==> src/rtl/pipe_pkg.sv <==
// Shared types and constants for the skid-buffered pipeline stage register.
package pipe_pkg;

    localparam int unsigned DEFAULT_WIDTH = 32;

    // Encoding matches the occupancy count so the state flops can drive count directly.
    typedef enum logic [1:0] {
        EMPTY = 2'b00,
        BUSY  = 2'b01,
        FULL  = 2'b10
    } state_t;

endpackage

==> src/rtl/dffe_param.sv <==
// Parametrised enabled register with synchronous clear to RESET_VAL.
module dffe_param #(
    parameter int unsigned       WIDTH     = 32,
    parameter logic [WIDTH-1:0]  RESET_VAL = '0
) (
    input  logic             clk,
    input  logic             clr,
    input  logic             en,
    input  logic [WIDTH-1:0] d,
    output logic [WIDTH-1:0] q
);

    always_ff @(posedge clk) begin
        if (clr) begin
            q <= RESET_VAL;
        end else if (en) begin
            q <= d;
        end
    end

endmodule

==> src/rtl/pipe_skid_reg.sv <==
// Pipeline stage register with valid/ready handshake and a one-entry skid buffer.
// Main register holds the older entry and drives out_data; skid holds the younger.
module pipe_skid_reg
    import pipe_pkg::*;
#(
    parameter int unsigned       WIDTH     = DEFAULT_WIDTH,
    parameter logic [WIDTH-1:0]  RESET_VAL = '0
) (
    input  logic             clk,
    input  logic             clr,
    input  logic             flush,
    input  logic             in_valid,
    output logic             in_ready,
    input  logic [WIDTH-1:0] in_data,
    output logic             out_valid,
    input  logic             out_ready,
    output logic [WIDTH-1:0] out_data,
    output logic [1:0]       count
);

    state_t           state;
    state_t           state_nxt;
    logic             accept;
    logic             send;
    logic             main_en;
    logic             skid_en;
    logic [WIDTH-1:0] main_d;
    logic [WIDTH-1:0] skid_q;

    assign accept = in_valid & in_ready;
    assign send   = out_valid & out_ready;
    assign count  = 2'(state);

    // State and handshake flops; flags are precomputed from the next state.
    always_ff @(posedge clk) begin
        if (clr) begin
            state     <= EMPTY;
            out_valid <= 1'b0;
            in_ready  <= 1'b1;
        end else begin
            state     <= state_nxt;
            out_valid <= (state_nxt != EMPTY);
            in_ready  <= (state_nxt != FULL);
        end
    end

    // Next state and register enables; flush drops occupancy but leaves data untouched.
    always_comb begin
        state_nxt = state;
        main_en   = 1'b0;
        skid_en   = 1'b0;
        main_d    = in_data;
        if (flush) begin
            state_nxt = EMPTY;
        end else begin
            unique case (state)
                EMPTY: begin
                    if (accept) begin
                        state_nxt = BUSY;
                        main_en   = 1'b1;
                    end
                end
                BUSY: begin
                    if (accept && !send) begin
                        state_nxt = FULL;
                        skid_en   = 1'b1;
                    end else if (accept && send) begin
                        main_en   = 1'b1;
                    end else if (send) begin
                        state_nxt = EMPTY;
                    end
                end
                FULL: begin
                    if (send) begin
                        state_nxt = BUSY;
                        main_en   = 1'b1;
                        main_d    = skid_q;
                    end
                end
                default: state_nxt = EMPTY;
            endcase
        end
    end

    dffe_param #(
        .WIDTH     (WIDTH),
        .RESET_VAL (RESET_VAL)
    ) u_main (
        .clk (clk),
        .clr (clr),
        .en  (main_en),
        .d   (main_d),
        .q   (out_data)
    );

    dffe_param #(
        .WIDTH     (WIDTH),
        .RESET_VAL (RESET_VAL)
    ) u_skid (
        .clk (clk),
        .clr (clr),
        .en  (skid_en),
        .d   (in_data),
        .q   (skid_q)
    );

endmodule

==> config.mk <==
export PLATFORM = sky130hd
export DESIGN_NAME = pipe_skid_reg
export DESIGN_NICKNAME = d
export VERILOG_FILES = /design/src/rtl/pipe_pkg.sv /design/src/rtl/dffe_param.sv /design/src/rtl/pipe_skid_reg.sv
export SDC_FILE = /design/constraint.sdc
export NUM_CORES = 1
export LEC_CHECK = 0
export CORE_ASPECT_RATIO = 1.25
export CORE_UTILIZATION = 43
export CTS_CLUSTER_DIAMETER = 30
export DETAILED_ROUTE_END_ITERATION = 10
export GPL_ROUTABILITY_DRIVEN = 0
export PLACE_DENSITY_LB_ADDON = 0.2
export SKIP_CTS_REPAIR_TIMING = 1
export SYNTH_ARGS = -nofsm -noshare
export SYNTH_HDL_FRONTEND = slang
export SYNTH_SLANG_ARGS = --single-unit
==> constraint.sdc <==
create_clock -name clk -period 1.65 [get_ports clk]
set_clock_uncertainty 0.1 [all_clocks]
set_input_delay 0.33 -clock clk [delete_from_list [all_inputs] [get_ports clk]]
set_output_delay 0.33 -clock clk [all_outputs]
set_load 0.005 [all_outputs]
## Word-level counts from Yosys, hierarchy flattened

Index checks and enable logic that the tools add are counted.

| operators by class | value |
|---|---|
| eq/ne operators | 3 |
| reduce and logical (&&, ||, !) cells | 5 |
| bitwise logic cells | 2 |
| muxes and demuxes | 19 |

Operator list:

| kind | count |
|---|---|
| $mux W32 | 3 |
| $mux W2 | 6 |
| $mux W1 | 8 |
| $pmux W2 S3 | 1 |
| $pmux W1 S3 | 1 |
| $and A1 B1 Y1 | 2 |
| $eq A2 B1 Y1 const B | 1 |
| $eq A2 B2 Y1 const B | 1 |
| $logic_and A1 B1 Y1 | 2 |
| $logic_not A2 Y1 | 1 |
| $ne A2 B2 Y1 const B | 1 |
| $reduce_bool A2 Y1 | 1 |
| $logic_not A1 Y1 | 1 |

| storage, ports and cells | value |
|---|---|
| output and inout port bits | 36 |
| input bits | 37 |
| word-level logic and storage cells | 34 |
| register bits | 68 |

## Logic depth before layout (Yosys ltp)

| depth | value |
|---|---|
| word-level depth | 7 |
| mapped depth | 6 |
| gate-level depth less buffers | 4 |

## Cells and area by module

From an unflattened synthesis, not the netlist that was laid out.

| second synthesis, totals | value |
|---|---|
| cell total of the unflattened synthesis | 265 |
| area, all modules | 2941.6 µm² |

By module, submodules not included:

| module | area an instance (µm²) | times used | cells each | sequential area each (µm²) |
|---|---|---|---|---|
| dffe_param | 1163.6 | 2 | 103 | 640.6 |
| pipe_skid_reg | 614.3 | 1 | 59 | 80.1 |

## Least setup slack after synthesis

Ideal clock, no wire load.

| timing path | value |
|---|---|
| kind | flip-flop to flip-flop |
| start | reg state[0], in the netlist count[0] |
| end | reg u_skid.q[10] |
| required time | 1.418 ns |
| buffers on the path | 2 |
| slack | 0.013 ns |
| cell stages (with the launch flop) | 7 |
| data arrival time | 1.405 ns |
| library setup time | 0.132 ns |
| clock period less this slack | 1.637 ns |
| path through | dfxtp_1 > a21bo_2 > or3_1 > clkbuf_1 > buf_2 > nand2_1 > a21oi_1 |

| between the ends | value |
|---|---|
| longest elaborated chain between the ends | 3 |

Ends and longest elaborated chain:

| element | line | source |
|---|---|---|
| from (decl) | pipe_skid_reg.sv:21 | `state_t state;` |
| from (signal assigned) | pipe_skid_reg.sv:41 | `state <= state_nxt;` |
| $eq A2 B1 Y1 | pipe_skid_reg.sv:56 | `unique case (state)` |
| $mux W1 | pipe_skid_reg.sv:56 |  |
| $mux W1 | pipe_skid_reg.sv:53 | `if (flush) begin` |
| to (signal assigned) | dffe_param.sv:15 | `q <= RESET_VAL;` |
| to (signal assigned) | dffe_param.sv:17 | `q <= d;` |
| to (decl) | dffe_param.sv:10 | `output logic [WIDTH-1:0] q` |

Every way passes these cells.
A chain may end at the register's enable or synchronous reset.

## Worst setup path in the final report

| timing path | value |
|---|---|
| start | reg state[1], in the netlist count[1] |
| end | reg u_main.q[19] |

| between the ends | value |
|---|---|
| longest elaborated chain between the ends | 3 |
| elaborated cells on any way between the ends | 7 |
| classes of those cells | eq/ne (2); mux (4); reduce/logical (1) |

Ends and longest elaborated chain:

| element | line |
|---|---|
| $eq A2 B2 Y1 (tied with other cells) | pipe_skid_reg.sv:56 |
| $pmux W1 S3 / $mux W32 (equally long branches) | pipe_skid_reg.sv:56 |
| $mux W1 / $mux W32 (equally long branches) | pipe_skid_reg.sv:53 |
| to (signal assigned) | dffe_param.sv:15 |
| to (signal assigned) | dffe_param.sv:17 |
| to (decl) | dffe_param.sv:10 |

Parallel ways exist; a longest one is shown, timed or not.

==> results.toml <==
[route]
antenna_left = 0
vias = 2800
drt_first_pass_iters = 4
via_per_inst = 5.53
wl_per_cell_um = 17.5
remaining_drc_errors = 0
routed_wl_mm = 8.85
drtIter0Drc = 123

[grt]
antenna_found_initial = 0
grt_overflow = 0
gr-usage-all-layers_pct = 22.1
grt_first_pass_wirelength_mm = 11.5
grt_start_max_net_pins = 50
grt_pass1_vias = 2524

[timing]
timing.final.crit_period_ns = 1.71
relSlewSlack_pct = 56.3
holdWs_ns = 0.103
hold_viol = 0
grt_setup_unrepaired = "yes"
fmax_ghz = 0.584
fin_ws_ns = -0.0634
worst_pin_slew_ns = 0.656
setup_violations = 27
drv_slew = 0
timing.final.crit_share_pct = 104

[run_status]
violations = "negative setup slack"
status = "complete, but fails checks"

[layout]
drive_above_1_share_pct = 35.6
fin_nets = 453
fin_cells = 506
area_delta_synth_final_pct = 71.8
n_antenna_cell = 0
num-fill-cells = 394

[power]
ir_drop_mv = 0.511
powerDensity_nw_per_um2 = 789
leakage_nw = 2.21

[die]
fp.dieW_um = 73.9
initial_core_util_pct = 44.7
die_h_um = 91.8
row_count = 32
core-area_um2 = 6210
fp.dieArea_um2 = 6780
io-pin-count = 73

[clock_network]
cts_buffer_depth = 2
cts_tree = "built"
clock_sinks = 68
clock_latency_ns = 0.35
cts_root_buf = "clkbuf_8"
cts_buffers = 9
clkSlewWorstSetupHoldPaths_ns = 0.07
htreeDepth = 3

[synth]
synth_top_family_by_area = "compound AO/OA/AOI/OAI gates"
yosysUniqueCellTypes = 24
ys_async_sr_fraction_pct = 0
syn_area_per_cell_um2 = 8.89
ys_seq_elements = 68
ys.flop_type = "dfxtp_1"
synth_top_area_cell = "dfxtp_1"
synth-seq-area-share_pct = 49.1
synthSimpleGateAreaFrac_pct = 17.3
yosys-top-cells-area = "dfxtp_1, mux2i_1, a221oi_1"
yosys_warnings = 0
synth_fa_ha_area_share_pct = 0
synth_enable_flop_cells = 0
synth_compound_area_share_pct = 17.5
syn_area_um2 = 2780
synth_cells = 312
synth_top_cells_by_count = "dfxtp_1, nand2_1, nor2_1"
synth-xor-area-share_pct = 0
yosysTopAreaCellShare_pct = 49.1
synth.net_count = 349
synth.area.mux_share_pct = 11.9
yosysMostFrequentCell = "dfxtp_1"

[setup_path]
crit_slowest_cell = "dfxtp_4"
arrival_ns = 1.86
path_buf_inv = 3
critPathMaxStageDelay_ns = 0.35
end_kind = "flop"
crit_required_ns = 1.80
path_delay_family = "buffers and inverters"
cp-start-kind = "flop"
path_class = "flop to flop"
cp_max_fo = 7
worstPathCellList = "nand3b_4 -> buf_12 -> nor3_4 -> buf_6 -> clkbuf_16 -> nor2_2 -> a221oi_2"

[run]
max_cap_viol_count = 0

[place]
portBuffers = 72
placedCellCount = 468
dpl.hpwl_mm = 4.55

[min_path]
hold_class = "input pin to flop"
==> final cells by class <==
class / instances / area [um^2] / area share, %
multi-input cells: 217 / 1660 / 34.9
repair buffers: 120 / 1430 / 29.9
flip-flops and latches: 68 / 1390 / 29.2
clock buffers: 12 / 155 / 3.25
well taps: 85 / 106 / 2.23
clock inverters: 4 / 23.8 / 0.499
==> cells by family after synthesis <==
logic type / Yosys count
AND/OR/NAND/NOR: 114
AO/OA/AOI/OAI: 70
flip-flops: 68
multiplexers: 33
buffers and inverters: 27
==> layout by cell type, fill, tap and decap left out, types with 2 or more instances in the layout <==
| cell type | n |
|---|---|
| clkbuf_16 | 8 |
| dfxtp_1 | 44 |
| nand2_1 | 67 |
| dlymetal6s2s_1 | 22 |
| clkinv_2 | 3 |
| a221oi_2 | 32 |
| a21oi_1 | 33 |
| nor3_4 | 2 |
| nor2_1 | 16 |
| nor2_4 | 12 |
| clkdlybuf4s50_1 | 49 |
| buf_6 | 8 |
| mux2i_1 | 32 |
| nor2_2 | 7 |
| dfxtp_2 | 23 |
| clkbuf_8 | 11 |
| buf_12 | 10 |
| buf_4 | 22 |
==> report_power, final <==
part | internal (mW) | switching (mW) | total (mW)
logic | 0.422 | 0.310 | 0.732
clock network | 0.623 | 0.629 | 1.25
registers | 1.72 | 0.0555 | 1.78
total | 2.77 | 0.995 | 3.76
==> state kept, by name, indices dropped and copies added (netlist names) <==
name and flops:
u_skid.q 32, in_ready 1, count 2, u_main.q 32, out_valid 1
==> path summary, 6_finish.rpt <==
check        slack [ns]  depth (start not counted)                       from                        end
max               -0.06                          7        count[1]$_SDFF_PP0_  u_main.q[19]$_SDFFE_PP0P_
min                0.10                          2                        clr  u_main.q[11]$_SDFFE_PP0P_
max reg2reg       -0.06                          7        count[1]$_SDFF_PP0_  u_main.q[19]$_SDFFE_PP0P_
min reg2reg        0.35                          2  u_skid.q[17]$_SDFFE_PP0P_  u_skid.q[17]$_SDFFE_PP0P_
==> through the flow <==
stage                     power [mW]  setup TNS [ns]  area (um^2)  worst slack [ns]  utilization (%)
after CTS                       3.55          -0.636         3990            -0.155             64.2
after detailed placement        2.32          -21.90         3810            -0.393             61.3
after floorplan                 1.99               0         2780            0.0131                -
after global placement          2.31          -20.68         3810            -0.346             61.3
after global routing            3.90           -3.21         4770            -0.137             76.8
final                           3.76          -0.841         4770           -0.0634             76.8
==> worst reg2reg max path: stages (launching register included) <==
cell	delay (ns)
dfxtp_4	0.35
nand3b_4	0.19
buf_12	0.15
nor3_4	0.21
buf_6	0.16
clkbuf_16	0.18
nor2_2	0.05
a221oi_2	0.22
==> per-layer routing <==
| layer | vias to the layer above | global-route usage [%] | part of all wire (%) |
|---|---|---|---|
| met1 | 1370 | 25.5 | 39 |
| met4 | 0 | 10.6 | 2.9 |
| met5 | - | 0 | 0 |
| met3 | 17 | 3.41 | 4.5 |
| li1 | 1324 | - | - |
| met2 | 89 | 38.7 | 53 |
Note: power is estimated with default switching activity, not from simulation.
